$ cat src/rtl/ctrl_pkg.sv
// Shared encodings for the multi-cycle control unit: states, opcodes, ALU codes,
// PC/register-destination selects and the per-opcode ALU operation table.
package ctrl_pkg;

  typedef enum logic [2:0] {
    S_IF     = 3'b000,
    S_ID     = 3'b001,
    S_EXE_LS = 3'b010,
    S_MEM    = 3'b011,
    S_WB_LD  = 3'b100,
    S_EXE_BR = 3'b101,
    S_EXE_AL = 3'b110,
    S_WB_AL  = 3'b111
  } state_t;

  localparam logic [5:0] OP_ADD   = 6'b000000;
  localparam logic [5:0] OP_SUB   = 6'b000001;
  localparam logic [5:0] OP_ADDI  = 6'b000010;
  localparam logic [5:0] OP_OR    = 6'b010000;
  localparam logic [5:0] OP_AND   = 6'b010001;
  localparam logic [5:0] OP_ORI   = 6'b010010;
  localparam logic [5:0] OP_SLL   = 6'b011000;
  localparam logic [5:0] OP_SLT   = 6'b100110;
  localparam logic [5:0] OP_SLTIU = 6'b100111;
  localparam logic [5:0] OP_SW    = 6'b110000;
  localparam logic [5:0] OP_LW    = 6'b110001;
  localparam logic [5:0] OP_BEQ   = 6'b110100;
  localparam logic [5:0] OP_BNE   = 6'b110101;
  localparam logic [5:0] OP_BLTZ  = 6'b110110;
  localparam logic [5:0] OP_J     = 6'b111000;
  localparam logic [5:0] OP_JR    = 6'b111001;
  localparam logic [5:0] OP_JAL   = 6'b111010;

  localparam logic [2:0] ALU_ADD  = 3'b000;
  localparam logic [2:0] ALU_SUB  = 3'b001;
  localparam logic [2:0] ALU_SLL  = 3'b010;
  localparam logic [2:0] ALU_OR   = 3'b011;
  localparam logic [2:0] ALU_AND  = 3'b100;
  localparam logic [2:0] ALU_SLTU = 3'b101;
  localparam logic [2:0] ALU_SLT  = 3'b110;

  localparam logic [1:0] PCSRC_SEQ = 2'b00;
  localparam logic [1:0] PCSRC_BR  = 2'b01;
  localparam logic [1:0] PCSRC_RS  = 2'b10;
  localparam logic [1:0] PCSRC_JMP = 2'b11;

  localparam logic [1:0] REGDST_RA = 2'b00;
  localparam logic [1:0] REGDST_RT = 2'b01;
  localparam logic [1:0] REGDST_RD = 2'b10;

  function automatic logic [2:0] alu_op_of(input logic [5:0] op);
    case (op)
      OP_SUB:         alu_op_of = ALU_SUB;
      OP_OR, OP_ORI:  alu_op_of = ALU_OR;
      OP_AND:         alu_op_of = ALU_AND;
      OP_SLL:         alu_op_of = ALU_SLL;
      OP_SLT:         alu_op_of = ALU_SLT;
      OP_SLTIU:       alu_op_of = ALU_SLTU;
      default:        alu_op_of = ALU_ADD;
    endcase
  endfunction

endpackage

$ cat src/rtl/control_unit_op_decode.sv
// Opcode classifier: sorts the latched opcode into instruction classes.
// An opcode outside every class leaves all flags low and runs as a no-op.
module op_decode
  import ctrl_pkg::*;
#(
  parameter logic [5:0] HALT_OP = 6'b111111
) (
  input  logic [5:0] op_code,
  output logic       is_alu,
  output logic       is_imm,
  output logic       is_branch,
  output logic       is_ls,
  output logic       is_jump,
  output logic       is_halt
);

  // Halt takes priority so a HALT_OP that aliases another opcode still stops.
  always_comb begin
    is_alu    = 1'b0;
    is_imm    = 1'b0;
    is_branch = 1'b0;
    is_ls     = 1'b0;
    is_jump   = 1'b0;
    is_halt   = (op_code == HALT_OP);
    if (!is_halt) begin
      case (op_code)
        OP_ADD, OP_SUB, OP_OR, OP_AND, OP_SLL, OP_SLT: is_alu    = 1'b1;
        OP_ADDI, OP_ORI, OP_SLTIU:                     is_imm    = 1'b1;
        OP_BEQ, OP_BNE, OP_BLTZ:                       is_branch = 1'b1;
        OP_SW, OP_LW:                                  is_ls     = 1'b1;
        OP_J, OP_JR, OP_JAL:                           is_jump   = 1'b1;
        default:                                       is_alu    = 1'b0;
      endcase
    end else begin
      is_alu = 1'b0;
    end
  end

endmodule

$ cat src/rtl/control_unit.sv
// Multi-cycle CPU control unit: sequencing FSM with a sticky halt flag and
// combinational control outputs decoded from state, opcode and ALU flags.
module control_unit
  import ctrl_pkg::*;
#(
  parameter logic [5:0] HALT_OP = 6'b111111
) (
  input  logic       CLK,
  input  logic       RST_n,
  input  logic [5:0] Op_code,
  input  logic       Zero,
  input  logic       Sign,
  output logic       PCWre,
  output logic       IRWre,
  output logic       InsMemRW,
  output logic       ExtSel,
  output logic       RegWre,
  output logic       ALUSrcA,
  output logic       ALUSrcB,
  output logic       DBDataSrc,
  output logic       WrRegDSrc,
  output logic [1:0] RegDst,
  output logic [1:0] PCSrc,
  output logic [2:0] ALUOp,
  output logic       mRD,
  output logic       mWR,
  output logic [2:0] State,
  output logic       Halted
);

  state_t state_r;
  logic   halted_r;
  logic   alu_s, imm_s, branch_s, ls_s, jump_s, halt_s;
  logic   taken_s;

  op_decode #(.HALT_OP(HALT_OP)) u_op_decode (
    .op_code   (Op_code),
    .is_alu    (alu_s),
    .is_imm    (imm_s),
    .is_branch (branch_s),
    .is_ls     (ls_s),
    .is_jump   (jump_s),
    .is_halt   (halt_s)
  );

  assign taken_s = ((Op_code == OP_BEQ)  &&  Zero) ||
                   ((Op_code == OP_BNE)  && !Zero) ||
                   ((Op_code == OP_BLTZ) &&  Sign);

  // Instruction sequencing; once halted the machine parks in IF until reset.
  always_ff @(posedge CLK or negedge RST_n) begin
    if (!RST_n) begin
      state_r  <= S_IF;
      halted_r <= 1'b0;
    end else begin
      case (state_r)
        S_IF: begin
          if (halted_r) state_r <= S_IF;
          else          state_r <= S_ID;
        end
        S_ID: begin
          if (halt_s) begin
            halted_r <= 1'b1;
            state_r  <= S_IF;
          end
          else if (branch_s) state_r <= S_EXE_BR;
          else if (ls_s)     state_r <= S_EXE_LS;
          else if (jump_s)   state_r <= S_IF;
          else               state_r <= S_EXE_AL;
        end
        S_EXE_AL: state_r <= S_WB_AL;
        S_WB_AL:  state_r <= S_IF;
        S_EXE_BR: state_r <= S_IF;
        S_EXE_LS: state_r <= S_MEM;
        S_MEM: begin
          if (Op_code == OP_LW) state_r <= S_WB_LD;
          else                  state_r <= S_IF;
        end
        S_WB_LD:  state_r <= S_IF;
        default:  state_r <= S_IF;
      endcase
    end
  end

  // Strobes are qualified by RST_n so they drop the moment reset asserts.
  always_comb begin
    InsMemRW  = 1'b1;
    ExtSel    = (Op_code != OP_ORI);
    ALUSrcA   = (Op_code == OP_SLL);
    ALUSrcB   = imm_s | ls_s;
    DBDataSrc = (Op_code == OP_LW);
    WrRegDSrc = (Op_code != OP_JAL);

    if (Op_code == OP_JAL)                 RegDst = REGDST_RA;
    else if (imm_s || Op_code == OP_LW)    RegDst = REGDST_RT;
    else                                   RegDst = REGDST_RD;

    if (branch_s)  ALUOp = ALU_SUB;
    else if (ls_s) ALUOp = ALU_ADD;
    else           ALUOp = alu_op_of(Op_code);

    if (jump_s && Op_code == OP_JR)              PCSrc = PCSRC_RS;
    else if (jump_s)                             PCSrc = PCSRC_JMP;
    else if (state_r == S_EXE_BR && taken_s)     PCSrc = PCSRC_BR;
    else                                         PCSrc = PCSRC_SEQ;

    IRWre  = RST_n && !halted_r && (state_r == S_IF);
    PCWre  = RST_n && !halted_r &&
             ((state_r == S_ID && jump_s) || (state_r == S_EXE_BR) ||
              (state_r == S_WB_AL) || (state_r == S_WB_LD) ||
              (state_r == S_MEM && Op_code == OP_SW));
    RegWre = RST_n &&
             ((state_r == S_WB_AL && (alu_s || imm_s)) || (state_r == S_WB_LD) ||
              (state_r == S_ID && jump_s && Op_code == OP_JAL));
    mRD    = RST_n && (state_r == S_MEM) && (Op_code == OP_LW);
    mWR    = RST_n && (state_r == S_MEM) && (Op_code == OP_SW);
    State  = state_r;
    Halted = halted_r;
  end

endmodule

$ cat config.mk
export PLATFORM = sky130hd
export DESIGN_NAME = control_unit
export DESIGN_NICKNAME = d
export VERILOG_FILES = /design/src/rtl/ctrl_pkg.sv /design/src/rtl/control_unit_op_decode.sv /design/src/rtl/control_unit.sv
export SDC_FILE = /design/constraint.sdc
export NUM_CORES = 1
export LEC_CHECK = 0
export CORE_MARGIN = 5
export CORE_UTILIZATION = 25
export CTS_CLUSTER_SIZE = 30
export DETAILED_ROUTE_END_ITERATION = 8
export SLEW_MARGIN = 5
export SYNTH_ARGS = -nofsm -noshare
export SYNTH_HDL_FRONTEND = slang
export SYNTH_SLANG_ARGS = --single-unit
$ cat constraint.sdc
create_clock -name CLK -period 1.5 [get_ports CLK]
set_input_delay 0.15 -clock CLK [delete_from_list [all_inputs] [get_ports CLK]]
set_output_delay 0.15 -clock CLK [all_outputs]
set_load 0.01 [all_outputs]
==> metrics.txt <==
Die X-Extent around 65 um; ys flop type dfrtp_1; H-Tree Depth 1; VDD IR-drop max 0.593 mV; number of flops mapped to enable cells by yosys 0; Pwr per Cell Area 972 nW/um^2; sequential power share between 10% and 20%; CP delay by family, top flip-flops; first-pass GRT wire length around 4900 um; HP Class primary input to async pin; Synth Area in Compound Gates a little under a quarter; diode count 0; Worst setup SP type flop; share of post-route cells with drive strength above 1 a little over half; max-cap violation count 0; DRT Pass-1 Iters 4; hpwl dp 2180 um; DP Area 1320 sq um; Synth top area share 13.4%; drt first-iter violations 63; clock power share 10.0%; multiplexer area fraction after synthesis 2.84%; Final Skew 5.87 ps; final core utilization approximately 52%; Sequential cell area 101 sq um; maximum clock rate 593 MHz; CTS clk-pin slew, worst paths 40 ps; Mean Syn Cell Area 7.14 sq um; worst skew pair latency 250 ps; post-route antenna net violation count 0; crit path time final 1690 ps; input/output buffers 30; Synth Area in XOR/XNOR between 2 and 2.5%; most common cell after layout, fill and taps aside buf_4; Async SR Flop Fraction 100%; core area 2810 sq um; gr usage total between 10 and 15%; post-synth net total 115; Critical Path Sink Type output port; Yosys warnings 0; Non-Filler Instances 209; commonest cells after routing, fill and taps aside buf_4 (48), nor2_1 (13), buf_2 (12); final period utilization 112%; area share of and/or/nand/nor cells after synthesis 43.6%; I/O pins 32; Hold Vio Cnt, Final 0; critical path arrival about 1500 ps; Hold Buf Count CTS 0; Crit path top cell by count buf_6; post-route setup slack -186 ps; CP Class flop to output port; synth unique cells 46; failing checks negative setup slack; Leak 0.699 nW; cells after synthesis 105; Layout Area Growth over Synthesis 93.2%; wire per inst 15.3 um; Pins Over Slew Limit 0; Die Y 64.8 um; #FFs+latches synth 4; RD Place Congestion 0.769; initial antenna violation count 0; Place WS -664 ps; main combinational cell family by area after synthesis simple AND/OR/NAND/NOR gates; critical path's slowest cell dfrtp_2; vias 1086; gr ovfl total 0; final wirelength 3200 um; RSZ-0062 raised after global routing yes; Buf/Inv on CP 3; outcome finished with violations; sequential cell area fraction in the yosys report 13.4%; vias in the first global route 1073; row cnt 19; Initial Util 26.7%; post-synth top area cell dfrtp_1; FILL cells 279; Max clock buf depth 2; Placed Instances 196; CTS tree done; root buffer cell clkbuf_4; clk sinks 4; Max Fanout on Critical Path 4; Post-Syn Area between 700 and 800 sq um; largest net degree at the start of global routing 13; TritonCTS buffer count 3; Worst EP required 1350 ps; Pint 0.839 mW; switching part of the total 40.4%; drt drc 0; Combinational Power Share 74.7%; mean number of vias per cell 5.20; multi-input logic area roughly 630 sq um; # nets final 190; sw power about 0.57 mW; crit-path max cell delay 420 ps; Die ar. between 4000 and 5000 sq um; Synth area leaders dfrtp_1 (13%), nor2_1 (7.5%), buf_6 (6.0%); Final setup viols 5; CP cell instances buf_6, buf_6, nor4bb_4, a31oi_1, o21ai_1, buf_2; Design Area, Final 1450 sq um; adder-cell share of the synthesized area 0%
-- power groups by stage --
| stage | Clock, mW | Combinational (mW) | Sequential, mW |
|---|---|---|---|
| 2_1_floorplan | 0 | 0.390 | 0.212 |
| 3_3_place_gp | 0 | 0.871 | 0.218 |
| 3_5_place_dp | 0 | 0.885 | 0.215 |
| 4_1_cts | 0.146 | 0.950 | 0.213 |
| 5_1_grt | 0.151 | 1.13 | 0.219 |
| 6_report | 0.141 | 1.05 | 0.214 |
-- logic make-up (layout without fill, tap and decap cells) --
kind of cell / count (synthesis) / in the layout
AO/OA/AOI/OAI: 25 / 25
XOR/XNOR: 2 / 2
buffers and inverters: 17 / 90
flip-flops: 4 / 4
multiplexers: 2 / 2
other: 1 / 1
AND/OR/NAND/NOR: 54 / 54
-- synth_stat cells (2+ instances only) --
cell type	number
nand2b_1	5
nand4_1	2
nand2_1	4
buf_2	7
o21ai_1	4
buf_6	4
nor2_1	15
dfrtp_1	4
nor2b_1	3
nor4_1	2
inv_1	4
a31oi_1	3
a21oi_1	7
nor4b_1	2
nand3_1	5
nand4b_1	3
nor3_1	2
-- path summary, 6_finish.rpt --
kind	cells after the start	end	slack (ps)	startpoint
min in group CLK	3	State[0]$_DFF_PN0_	330	Op_code[3]
worst min register to register	2	Halted$_DFFE_PN0P_	590	Halted$_DFFE_PN0P_
worst max register to register	5	State[0]$_DFF_PN0_	50	State[1]$_DFF_PN0_
worst max-delay path	6	RegWre	-190	State[1]$_DFF_PN0_
worst min-delay path	2	State[0]$_DFF_PN0_	300	RST_n
max in group asynchronous	2	State[1]$_DFF_PN0_	1090	RST_n
-- stage by stage --
| step | power (mW) | hold slack (ps) | setup TNS [ps] |
|---|---|---|---|
| after floorplan | 0.602 | -146 | 0 |
| after global placement | 1.09 | 540 | -10140 |
| after detailed placement | 1.10 | 527 | -10420 |
| after CTS | 1.31 | 265 | -348 |
| after global routing | 1.50 | 303 | -962 |
| final | 1.41 | 302 | -490 |
-- per-layer routing --
| metal | GRT usage, % | up-vias | wire length, um |
|---|---|---|---|
| li1 | - | 533 | - |
| met1 | 16.6 | 497 | 1230 |
| met2 | 25.7 | 43 | 1630 |
| met3 | 1.38 | 13 | 197 |
| met4 | 7.92 | 0 | 142 |
| met5 | 0 | - | 0 |
-- cell type report --
| type | instances | area share [%] |
|---|---|---|
| Tap cell | 31 | 2.68 |
| Timing Repair Buffer | 83 | 43.9 |
| Inverter | 4 | 1.04 |
| Clock buffer | 3 | 1.56 |
| Multi-Input combinational cell | 84 | 43.8 |
| Sequential cell | 4 | 7.00 |
-- registers in the layout (all words and copies together) (netlist names) --
signal	cells
State	3
Halted	1
-- timing repair --
action | CTS | global route
pin swaps | 4 | 3
gates cloned | 0 | 1
setup endpoints to repair | 20 | 17
buffers inserted | 6 | 3
resized for setup | 79 | 20
(Power assumes the default switching activity.)
